File: config.mk
export PLATFORM = sky130hd
export DESIGN_NAME = uart_rx
export DESIGN_NICKNAME = d
export VERILOG_FILES = /design/src/rtl/uart_pkg.sv /design/src/rtl/uart_rx_sync.sv /design/src/rtl/uart_rx.sv
export SDC_FILE = /design/constraint.sdc
export NUM_CORES = 1
export LEC_CHECK = 0
export ABC_AREA = 1
export CELL_PAD_IN_SITES_DETAIL_PLACEMENT = 0
export CELL_PAD_IN_SITES_GLOBAL_PLACEMENT = 1
export CORE_MARGIN = 2
export CORE_UTILIZATION = 35
export CTS_CLUSTER_DIAMETER = 50
export DETAILED_ROUTE_END_ITERATION = 8
export GPL_ROUTABILITY_DRIVEN = 0
export PLACE_DENSITY = 0.73
export SYNTH_ARGS = -nofsm -noshare
export SYNTH_HDL_FRONTEND = slang
export SYNTH_SLANG_ARGS = --single-unit
File: constraint.sdc
create_clock -name clk -period 4 [get_ports clk]
set_input_delay 0.8 -clock clk [delete_from_list [all_inputs] [get_ports clk]]
set_output_delay 0.8 -clock clk [all_outputs]
set_load 0.05 [all_outputs]
File: src/rtl/uart_pkg.sv
// Shared UART definitions: receiver FSM state type and oversampling constants.
// OVERSAMPLE : rx_baud_tick pulses per bit period
// MID_TICK   : tick count at the centre of the start bit
// LAST_TICK  : tick count at the end of a full bit period
package uart_pkg;

  localparam int unsigned OVERSAMPLE = 16;
  localparam int unsigned TICK_W     = $clog2(OVERSAMPLE);

  localparam logic [TICK_W-1:0] MID_TICK  = TICK_W'(OVERSAMPLE / 2 - 1);
  localparam logic [TICK_W-1:0] LAST_TICK = TICK_W'(OVERSAMPLE - 1);

  typedef enum logic [2:0] {
    StIdle,
    StStart,
    StData,
    StParity,
    StStop
  } rx_state_t;

endpackage

File: src/rtl/uart_rx_sync.sv
// Generic 2-flop synchroniser for asynchronous single-bit inputs.
// Ports:
//   clk   : destination clock
//   rst_n : synchronous active-low reset; both flops load ResetVal
//   d     : asynchronous input
//   q     : synchronised output (2 clk latency)
module uart_rx_sync #(
  parameter logic ResetVal = 1'b1
) (
  input  logic clk,
  input  logic rst_n,
  input  logic d,
  output logic q
);

  logic meta;

  always_ff @(posedge clk) begin
    if (!rst_n) begin
      meta <= ResetVal;
      q    <= ResetVal;
    end else begin
      meta <= d;
      q    <= meta;
    end
  end

endmodule

File: src/rtl/uart_rx.sv
// UART receiver: deserialises rx using the 16x oversampling tick and presents
// each word on a valid/ready interface with framing, parity and overrun status.
// Optional parity checking is compiled in with the macro UART_RX_PARITY_EN.
// Ports:
//   clk          : single clock
//   rst_n        : synchronous active-low reset
//   rx_baud_tick : one-clk pulse at 16x baud
//   rx           : asynchronous serial input, idles high
//   rx_data      : received word (LSB sent first)
//   rx_valid     : rx_data and status flags valid, held until accepted
//   rx_ready     : consumer accepts on rx_valid && rx_ready
//   frame_err    : stop bit sampled as 0 (qualified by rx_valid)
//   parity_err   : parity mismatch (qualified by rx_valid), 0 without parity
//   overrun_err  : one-clk pulse when a new frame overwrites an unaccepted word
module uart_rx
  import uart_pkg::*;
#(
  parameter int unsigned DATA_BITS  = 8,
  parameter bit          PARITY_ODD = 1'b0
) (
  input  logic                 clk,
  input  logic                 rst_n,
  input  logic                 rx_baud_tick,
  input  logic                 rx,
  output logic [DATA_BITS-1:0] rx_data,
  output logic                 rx_valid,
  input  logic                 rx_ready,
  output logic                 frame_err,
  output logic                 parity_err,
  output logic                 overrun_err
);

  localparam logic [3:0] LAST_BIT = 4'(DATA_BITS - 1);

  logic                 rx_s;
  rx_state_t            state;
  logic [TICK_W-1:0]    tick_cnt;
  logic [3:0]           bit_cnt;
  logic [DATA_BITS-1:0] shift_reg;
  logic                 frame_done;

  uart_rx_sync #(
    .ResetVal(1'b1)
  ) u_sync (
    .clk  (clk),
    .rst_n(rst_n),
    .d    (rx),
    .q    (rx_s)
  );

  // Stop bit sampled at its centre; the FSM is back in idle on the same edge.
  assign frame_done = rx_baud_tick && (state == StStop) && (tick_cnt == LAST_TICK);

`ifdef UART_RX_PARITY_EN
  logic perr;
`else
  logic unused_parity_odd;
  assign unused_parity_odd = PARITY_ODD;
  assign parity_err        = 1'b0;
`endif

  always_ff @(posedge clk) begin
    if (!rst_n) begin
      state       <= StIdle;
      tick_cnt    <= '0;
      bit_cnt     <= '0;
      shift_reg   <= '0;
      rx_data     <= '0;
      rx_valid    <= 1'b0;
      frame_err   <= 1'b0;
      overrun_err <= 1'b0;
`ifdef UART_RX_PARITY_EN
      perr        <= 1'b0;
      parity_err  <= 1'b0;
`endif
    end else begin
      if (rx_baud_tick) begin
        case (state)
          StIdle: begin
            if (!rx_s) begin
              state    <= StStart;
              tick_cnt <= '0;
            end
          end
          StStart: begin
            tick_cnt <= tick_cnt + 1'b1;
            if (tick_cnt == MID_TICK) begin
              if (!rx_s) begin
                state    <= StData;
                tick_cnt <= '0;
                bit_cnt  <= '0;
              end else begin
                // Line went back high before mid-bit: treat as a glitch.
                state <= StIdle;
              end
            end
          end
          StData: begin
            // tick_cnt wraps to 0 after LAST_TICK on its own.
            tick_cnt <= tick_cnt + 1'b1;
            if (tick_cnt == LAST_TICK) begin
              shift_reg <= {rx_s, shift_reg[DATA_BITS-1:1]};
              bit_cnt   <= bit_cnt + 1'b1;
              if (bit_cnt == LAST_BIT) begin
`ifdef UART_RX_PARITY_EN
                state <= StParity;
`else
                state <= StStop;
`endif
              end
            end
          end
`ifdef UART_RX_PARITY_EN
          StParity: begin
            tick_cnt <= tick_cnt + 1'b1;
            if (tick_cnt == LAST_TICK) begin
              perr  <= ^shift_reg ^ rx_s ^ PARITY_ODD;
              state <= StStop;
            end
          end
`endif
          StStop: begin
            tick_cnt <= tick_cnt + 1'b1;
            if (tick_cnt == LAST_TICK) begin
              state <= StIdle;
            end
          end
          default: state <= StIdle;
        endcase
      end

      overrun_err <= 1'b0;
      if (frame_done) begin
        rx_data     <= shift_reg;
        frame_err   <= ~rx_s;
        rx_valid    <= 1'b1;
        overrun_err <= rx_valid && !rx_ready;
`ifdef UART_RX_PARITY_EN
        parity_err  <= perr;
`endif
      end else if (rx_valid && rx_ready) begin
        rx_valid <= 1'b0;
      end
    end
  end

endmodule

==> flow_metrics.tcl <==
set metrics [dict create \
    outcome "complete, no violations" \
    worstPathMaxFanout 2 \
    cp-start-kind "flip-flop" \
    slew_headroom_pct 51.1 \
    async_flop_share_pct 0 \
    powerDensity_nw_per_um2 625 \
    clockRootBuffer "clkbuf_8" \
    fin_util_pct 43.2 \
    cts_tree "done" \
    cts.repair.resized 0 \
    clock_sinks 32 \
    grt_pass1_vias 1206 \
    clock.fmax_ghz 0.448 \
    syn_to_final_growth_pct 20.1 \
    clk_pin_slew_ns 0.07 \
    rows 24 \
    hold_ws_ns 0.415 \
    setup_viol 0 \
    clock_latency_ns 0.28 \
    post-route-drc-count 0 \
    n_antenna_cell 0 \
    period_needed_ns 2.23 \
    ant_nets 0 \
    rsz0062_at_grt "no" \
    drv_cap 0 \
    hold_viol_final 0 \
    htree_levels 2 \
    ctsHoldBuffers 0 \
    drive_gt1_share_pct 19.2 \
    grt_overflow 0 \
    end_kind "output port" \
    initial_utilization_pct 36.0 \
    grt_pass1_wl_um 5270 \
    met2_usage_pct 19.4 \
    hold_depth 1 \
    grt_start_max_net_pins 25 \
    r2r_slack_ns 2.19 \
    die_y_um 70.4 \
    period_share_pct 55.9 \
    use_met3_pct 3.32 \
    wl_per_cell_um 11.1 \
    dpl.hpwl_um 2130 \
    ys_top_cells_by_area "dfxtp_1 (41%), nor2_1 (11%), nand2_1 (7.0%)" \
    dr.pass1.iters 4 \
    total_power_w 0.00116 \
    required_ns 3.20 \
    cts_buffer_depth 2 \
    antenna_found_initial 0 \
    critical_path_class "flip-flop to output port" \
    via_per_inst 4.55 \
    syn-num-nets 207 \
    maxSlewViolCount 0 \
    p_leak_nw 0.818 \
    fin_ws_ns 1.77 \
    netlist_top_cells_count "nor2_1 (45), dfxtp_1 (32), nand2_1 (29)" \
    holdCritPathClass "flip-flop to flip-flop" \
    synth_cell_types 27 \
    critPathArrivalTime_ns 1.43 \
    die_w_um 70.4 \
    port-buffer-count 15 \
    yosys.area.top_type "dfxtp_1" \
    slowest_stage "clkdlybuf4s50_1" \
    dr.first_iter.drc_count 28 \
    synth-edff-count 0 \
    fin_nets 225 \
    dpl_worst_slack_ns 1.47 \
    irDropWorstVdd_uv 294 \
    synth-seq-cells 32 \
    rr_worst_depth 8 \
    ys.flop_type "dfxtp_1" \
    worst_pin_slew_ns 0.732 \
    cp.depth 1 \
    dieArea_sq_um 4960 \
    post-synth-top-count-cell "nor2_1" \
    finalSetupTns_ns 0 \
    syn_area_sq_um 1550 \
    cp_top_family "buffers and inverters" \
    synth_warnings 0 \
    wirelength_um 3020 \
    path_cells "clkdlybuf4s50_1" \
    crit_path_max_incr_delay_ns 0.81 \
    grt_usage_pct 13.3 \
    path_buf_inv 1 \
    syn_avg_cell_area_sq_um 7.73 \
    via_count 1232 \
    fin_skew_ns 0.00380 \
    seq_area_frac_synth_pct 41.5 \
    io-pin-count 17 \
    postCtsSetupBuffers 0 \
    cts_buffers 5 \
    netlist.area_leader.share_pct 41.5 \
    grt-busiest-layer "met2" \
    core_area_sq_um 4290 \
    synth_cells 200 \
    use_met1_pct 18.3 \
]
-- per-stage QoR --
stage                     area [sq um]  cells
after global routing              1860    271
after CTS                         1860    271
after global placement            1730    263
after floorplan                   1550    200
final                             1860    271
after detailed placement          1730    263
-- power by group --
group	internal (W)	switching, W	total, W
Sequential	0.000343	0.0000415	0.000385
Clock	0.000220	0.000121	0.000341
Combinational	0.000151	0.000284	0.000435
Total	0.000714	0.000446	0.00116
-- cell usage in the layout (no fill, tap or decap), drive strengths merged --
master	instances
clkdlybuf4s50	15
nand2	39
nand3b	2
clkbuf	7
a21oi	10
conb	1
o21ai	18
bufinv	1
nand4	1
dfxtp	32
ha	2
or2	2
nor2	57
xor2	1
inv	18
nand3	13
-- layout make-up --
type                    count  area, sq um
repair buffers             15          150
clock inverters             1         30.0
inverters                  18         67.6
fillers                   458         2440
multi-input cells         146          806
flip-flops and latches     32          641
clock buffers               7         96.3
well taps                  52         65.1
-- per-layer routing --
layer / vias to the layer above / routed length, um / part of all wire (%)
met2: 15 / 1270 / 42
li1: 667 / - / -
met5: - / 0 / 0
met4: 0 / 55 / 1.8
met1: 545 / 1600 / 53
met3: 5 / 84 / 2.8
-- worst paths after layout --
check                                              start                       to
worst max-delay path             rx_data[4]$_SDFFE_PN0P_               rx_data[4]
worst min-delay path              u_sync.meta$_SDFF_PN1_      u_sync.q$_SDFF_PN1_
worst max register to register  tick_cnt[0]$_SDFFE_PN0P_  rx_data[5]$_SDFFE_PN0P_
worst min register to register    u_sync.meta$_SDFF_PN1_      u_sync.q$_SDFF_PN1_
-- cell families (layout without fill, tap and decap cells) --
family          after synthesis  count (layout)  synth area share, %
simple gates                114             114                 39.4
xor+xnor                      1               1                0.567
compound gates               28              28                 10.3
other cells                   1               1                0.243
buf+inv                      22              41                 6.40
fa+ha+maj                     2               2                 1.62
flops                        32              32                 41.5
No activity file was read; power rests on OpenSTA's default activity.
